$ cat src/rtl/inst_mem_loader.sv
// Instruction-memory loader: takes 32-bit words over valid/ready and writes each one
// as four little-endian byte writes starting at a word-aligned base address.
module inst_mem_loader #(
    parameter int unsigned MEM_BYTES = 16,
    parameter int unsigned CNT_W     = 16
) (
    input  logic             clk,
    input  logic             reset,
    input  logic             Load_Start,
    input  logic [63:0]      Base_Address,
    input  logic             Load_End,
    input  logic [31:0]      Word_In,
    input  logic             Word_Valid,
    output logic             Word_Ready,
    output logic             Mem_Write_En,
    output logic [63:0]      Mem_Write_Address,
    output logic [7:0]       Mem_Write_Data,
    output logic             Load_Busy,
    output logic             Load_Done,
    output logic             Overflow_Error,
    output logic [CNT_W-1:0] Words_Loaded
);
    localparam int unsigned ADDR_W = 64;
    localparam int unsigned WORD_W = 32;
    localparam logic [ADDR_W-1:0] LAST_BASE = ADDR_W'(MEM_BYTES - 4);
    localparam logic [ADDR_W-1:0] MEM_END   = ADDR_W'(MEM_BYTES);

    typedef enum logic [1:0] {IDLE, ACCEPT, WRITE, DONE} state_t;

    state_t            state_q, state_d;
    logic [ADDR_W-1:0] ptr_q, ptr_d;
    logic [1:0]        idx_q, idx_d;
    logic [WORD_W-1:0] word_q, word_d;
    logic              end_pend_q, end_pend_d;
    logic [CNT_W-1:0]  cnt_d;
    logic              ovf_d;
    logic [ADDR_W-1:0] next_ptr_c;
    logic              wr_en_d;
    logic [ADDR_W-1:0] wr_addr_d;
    logic [7:0]        wr_data_d;

    // Next-state and next-register values; every output is a flop fed from these.
    always_comb begin
        state_d    = state_q;
        ptr_d      = ptr_q;
        idx_d      = idx_q;
        word_d     = word_q;
        end_pend_d = end_pend_q;
        cnt_d      = Words_Loaded;
        ovf_d      = Overflow_Error;
        next_ptr_c = ptr_q + ADDR_W'(4);

        unique case (state_q)
            IDLE: begin
                if (Load_Start) begin
                    if ((Base_Address[1:0] != 2'b00) || (Base_Address > LAST_BASE)) begin
                        ovf_d = 1'b1;
                    end else begin
                        ptr_d   = Base_Address;
                        cnt_d   = '0;
                        ovf_d   = 1'b0;
                        state_d = ACCEPT;
                    end
                end
            end
            ACCEPT: begin
                if (Word_Valid && Word_Ready) begin
                    word_d     = Word_In;
                    idx_d      = 2'd0;
                    end_pend_d = Load_End;
                    state_d    = WRITE;
                end else if (Load_End) begin
                    state_d = DONE;
                end
            end
            WRITE: begin
                if (Load_End) begin
                    end_pend_d = 1'b1;
                end
                if (idx_q == 2'd3) begin
                    ptr_d   = next_ptr_c;
                    cnt_d   = Words_Loaded + CNT_W'(1);
                    // Memory full ends the session just like a requested end.
                    state_d = (end_pend_d || (next_ptr_c == MEM_END)) ? DONE : ACCEPT;
                end else begin
                    idx_d = idx_q + 2'd1;
                end
            end
            DONE: begin
                end_pend_d = 1'b0;
                state_d    = IDLE;
            end
            default: state_d = IDLE;
        endcase

        wr_en_d   = (state_d == WRITE);
        wr_addr_d = ptr_d + ADDR_W'(idx_d);
        wr_data_d = word_d[{idx_d, 3'b000} +: 8];
    end

    // State, datapath and registered outputs.
    always_ff @(posedge clk or posedge reset) begin
        if (reset) begin
            state_q           <= IDLE;
            ptr_q             <= '0;
            idx_q             <= '0;
            word_q            <= '0;
            end_pend_q        <= 1'b0;
            Word_Ready        <= 1'b0;
            Mem_Write_En      <= 1'b0;
            Mem_Write_Address <= '0;
            Mem_Write_Data    <= '0;
            Load_Busy         <= 1'b0;
            Load_Done         <= 1'b0;
            Overflow_Error    <= 1'b0;
            Words_Loaded      <= '0;
        end else begin
            state_q        <= state_d;
            ptr_q          <= ptr_d;
            idx_q          <= idx_d;
            word_q         <= word_d;
            end_pend_q     <= end_pend_d;
            Word_Ready     <= (state_d == ACCEPT);
            Mem_Write_En   <= wr_en_d;
            Load_Busy      <= (state_d != IDLE);
            Load_Done      <= (state_d == DONE);
            Overflow_Error <= ovf_d;
            Words_Loaded   <= cnt_d;
            if (wr_en_d) begin
                Mem_Write_Address <= wr_addr_d;
                Mem_Write_Data    <= wr_data_d;
            end
        end
    end
endmodule
$ cat config.mk
export PLATFORM = sky130hd
export DESIGN_NAME = inst_mem_loader
export DESIGN_NICKNAME = d
export VERILOG_FILES = /design/src/rtl/inst_mem_loader.sv
export SDC_FILE = /design/constraint.sdc
export NUM_CORES = 1
export LEC_CHECK = 0
export BUFFER_PORTS_ARGS = -buffer_cell sky130_fd_sc_hd__clkbuf_2
export CORE_ASPECT_RATIO = 0.5
export CORE_MARGIN = 2
export CORE_UTILIZATION = 58
export CTS_BUF_LIST = sky130_fd_sc_hd__clkbuf_8 sky130_fd_sc_hd__clkbuf_16
export DETAILED_ROUTE_END_ITERATION = 6
export MAX_ROUTING_LAYER = met4
export PLACE_DENSITY_LB_ADDON = 0.3
export SLEW_MARGIN = 20
export SYNTH_ARGS = -nofsm -noshare
export SYNTH_HDL_FRONTEND = slang
export SYNTH_SLANG_ARGS = --single-unit
$ cat constraint.sdc
create_clock -name clk -period 8.77 [get_ports clk]
set_input_delay 1.3155 -clock clk [delete_from_list [all_inputs] [get_ports clk]]
set_output_delay 1.3155 -clock clk [all_outputs]
set_load 0.02 [all_outputs]
==> results.json <==
{
  "status": "complete, no violations",
  "finalSetupViolCount": 0,
  "finalMaxSlewViolations": 0,
  "fillerInstances": 1780,
  "numCtsBuffers": 17,
  "static-leakage-power_nw": 6.05,
  "cts_hold_buf": 0,
  "cts-root-buf": "clkbuf_16",
  "antenna_left": 0,
  "clk_latency_ns": 0.47,
  "synth_nets": 1578,
  "grt_usage": 0.365,
  "die_w_um": 215,
  "power.density_nw_per_um2": 271,
  "grt_antenna_before_repair": 0,
  "finalCriticalPeriod_ns": 6.40,
  "ys_seq_elements": 194,
  "max_cap_violations": 0,
  "hpwl_um": 29700,
  "diodes": 0,
  "area_growth_pct": 12.5,
  "first_global_vias": 11550,
  "reg2reg_from": "state_q[1]$_DFF_PP0_",
  "row_count": 38,
  "peakVddDrop_v": 0.000184,
  "die-area_um2": 23400,
  "vias_per_cell": 6.47,
  "ff2ff_path_depth": 16,
  "synthArstFlopShare": 1.00,
  "ys_types": 95,
  "fin_area_um2": 14500,
  "holdPathStages": 2,
  "startpoint_type": "input port",
  "cp_data_arrival_time_ns": 6.76,
  "fmax_mhz": 156,
  "rrSetupSlack_ns": 2.96,
  "finClkSkew_ns": 0.0128,
  "register_area_um2": 4850,
  "synthFlopType": "dfrtp_1",
  "layout.nets": 1695,
  "synth.largest_area_cell": "dfrtp_1",
  "synth_most_common_cell": "dfrtp_1",
  "netlist_area_um2": 12900,
  "port_buffers": 193,
  "pin_count": 194,
  "multiInputGateArea_um2": 7400,
  "core_area_um2": 21700,
  "setup_tns_ns": 0,
  "grt_pass1_wl_um": 64300,
  "min_to": "Mem_Write_Address[56]$_DFFE_PP0P_",
  "crit_path_end_kind": "flop",
  "grt_max_degree": 140,
  "vias": 12269,
  "relSlewSlack": 0.291,
  "critPathMaxFanout": 16,
  "htreeDepth": 4,
  "gr-total-overflow": 0,
  "required_ns": 9.13,
  "firstDrtPassIters": 6,
  "fin_crit_sh": 0.730,
  "layout-drive-gt1-share": 0.217,
  "dpl_worst_slack_ns": 2.00,
  "cts_resized": 0,
  "die_h_um": 109,
  "worstHoldPathType": "flop to flop",
  "min-delay-start": "Mem_Write_Address[56]$_DFFE_PP0P_",
  "r2r-end": "Mem_Write_Address[63]$_DFFE_PP0P_",
  "start_util": 0.592,
  "fin_util": 0.666,
  "avgSynthCellArea_um2": 8.76,
  "synth_top_area_share": 0.378,
  "finalHoldViolCount": 0,
  "rsz0062_at_grt": "false",
  "cts_tree": "built",
  "synth_commonest_cells": "dfrtp_1 (194), nand2_1 (188), o21ai_0 (90), nor2_1 (83), a21oi_1 (68)",
  "routed_wl_um": 40900,
  "synth_enable_flop_cells": 0,
  "postPlaceCellArea_um2": 13800,
  "ys_seq_area_frac": 0.378,
  "postLayoutSetupSlackWorst_ns": 2.37,
  "gp_congestion": 0.958,
  "syn_inst": 1467,
  "power.total_mw": 3.92,
  "crit_type": "input port to flop",
  "post_cts_buffers": 0,
  "synth_area_leaders": "dfrtp_1 (38%), nand2_1 (5.5%), mux2_2 (3.7%)",
  "clockBufferDepth": 2,
  "drcViolationCount": 0,
  "yosys_warnings": 0,
  "numClockSinks": 194,
  "worst_pin_slew_ns": 1.06,
  "path_clk_slew_ns": 0.08,
  "drtIter0Drc": 1597,
  "wl_per_cell_um": 21.5
}
==> worst max-delay path, stage by stage <==
cell and delay (ns):
clkbuf_2 0.09, nor4_1 0.29, nand4_1 0.21, or4_1 0.55, buf_4 0.22, nor2_1 0.82
nor2b_1 0.22, ha_1 0.35, a21o_1 0.13, and3_1 0.17, mux2i_1 0.09, a211oi_1 0.64
nand3_1 0.29, or2_1 0.29, buf_4 0.23, nor4_4 0.45, nand4_1 0.14, a31o_1 0.23
==> cell usage in the layout (no fill, tap or decap), drive strengths merged, types with 8 or more instances in the layout <==
cell type / n
or3: 14
dfrtp: 194
o21ai: 111
nand3: 57
inv: 39
nor4: 58
a21oi: 69
nand4: 54
a31oi: 25
mux2: 42
o211ai: 11
and3: 27
xor2: 38
buf: 16
clkbuf: 211
or2: 8
and4: 24
and2: 21
or4: 14
xnor2: 54
ha: 9
a211oi: 12
a22o: 8
nor2: 84
o31ai: 17
nor3: 47
mux2i: 26
nand2: 188
==> how the worst max path moves through the flow <==
stage / start / endpoint / cells after the start
after floorplan: reset / Load_Busy$_DFF_PP0_ / 1
after global placement: Base_Address[22] / Mem_Write_Address[63]$_DFFE_PP0P_ / 18
after detailed placement: Base_Address[51] / Mem_Write_Address[63]$_DFFE_PP0P_ / 18
after CTS: Base_Address[51] / Mem_Write_Address[63]$_DFFE_PP0P_ / 18
after global routing: Base_Address[38] / Mem_Write_Address[59]$_DFFE_PP0P_ / 18
final: Base_Address[51] / Mem_Write_Address[63]$_DFFE_PP0P_ / 18
==> state kept, by name, indices dropped and copies added (netlist names) <==
signal	flops
Mem_Write_Address	64
ptr_q	64
word_q	32
Words_Loaded	16
Mem_Write_Data	8
idx_q	2
state_q	2
Load_Busy	1
Load_Done	1
Mem_Write_En	1
Overflow_Error	1
Word_Ready	1
end_pend_q	1
==> logic make-up after synthesis <==
logic type               count (synthesis)  share of synthesized area
AO/OA/AOI/OAI                          328                      0.163
XOR/XNOR                                92                     0.0627
adder cells (fa/ha/maj)                 10                     0.0103
buffers and inverters                  143                     0.0489
flip-flops                             194                      0.378
multiplexers                            68                     0.0580
AND/OR/NAND/NOR                        632                      0.279
==> cell type report <==
cell class                      count  share of cell area
Timing Repair Buffer              209              0.0765
Multi-Input combinational cell   1130               0.512
Clock inverter                     14              0.0111
Sequential cell                   194               0.336
Tap cell                          300              0.0259
Inverter                           32             0.00882
Clock buffer                       18              0.0304
==> per-layer routing <==
layer | wire length (µm) | part of all wire | GRT usage
met1 | 18700 | 0.46 | 0.508
met2 | 18100 | 0.44 | 0.544
met3 | 3340 | 0.082 | 0.0700
met4 | 742 | 0.018 | 0.105
met5 | 0 | 0 | -
==> where the power goes <==
part / internal (mW) / leakage (nW) / switching, mW / total (mW)
combinational: 0.595 / 3.36 / 1.12 / 1.71
sequential: 1.16 / 2.39 / 0.248 / 1.41
clock: 0.390 / 0.295 / 0.406 / 0.795
total: 2.15 / 6.05 / 1.77 / 3.92
==> through the flow <==
step | cells | hold WS [ns]
finish | 1897 | 0.483
floorplan | 1467 | 0.470
global route | 1897 | 0.504
CTS | 1896 | 0.484
global placement | 1864 | 0.458
detailed placement | 1864 | 0.467
No activity file was read; power rests on OpenSTA's default activity.
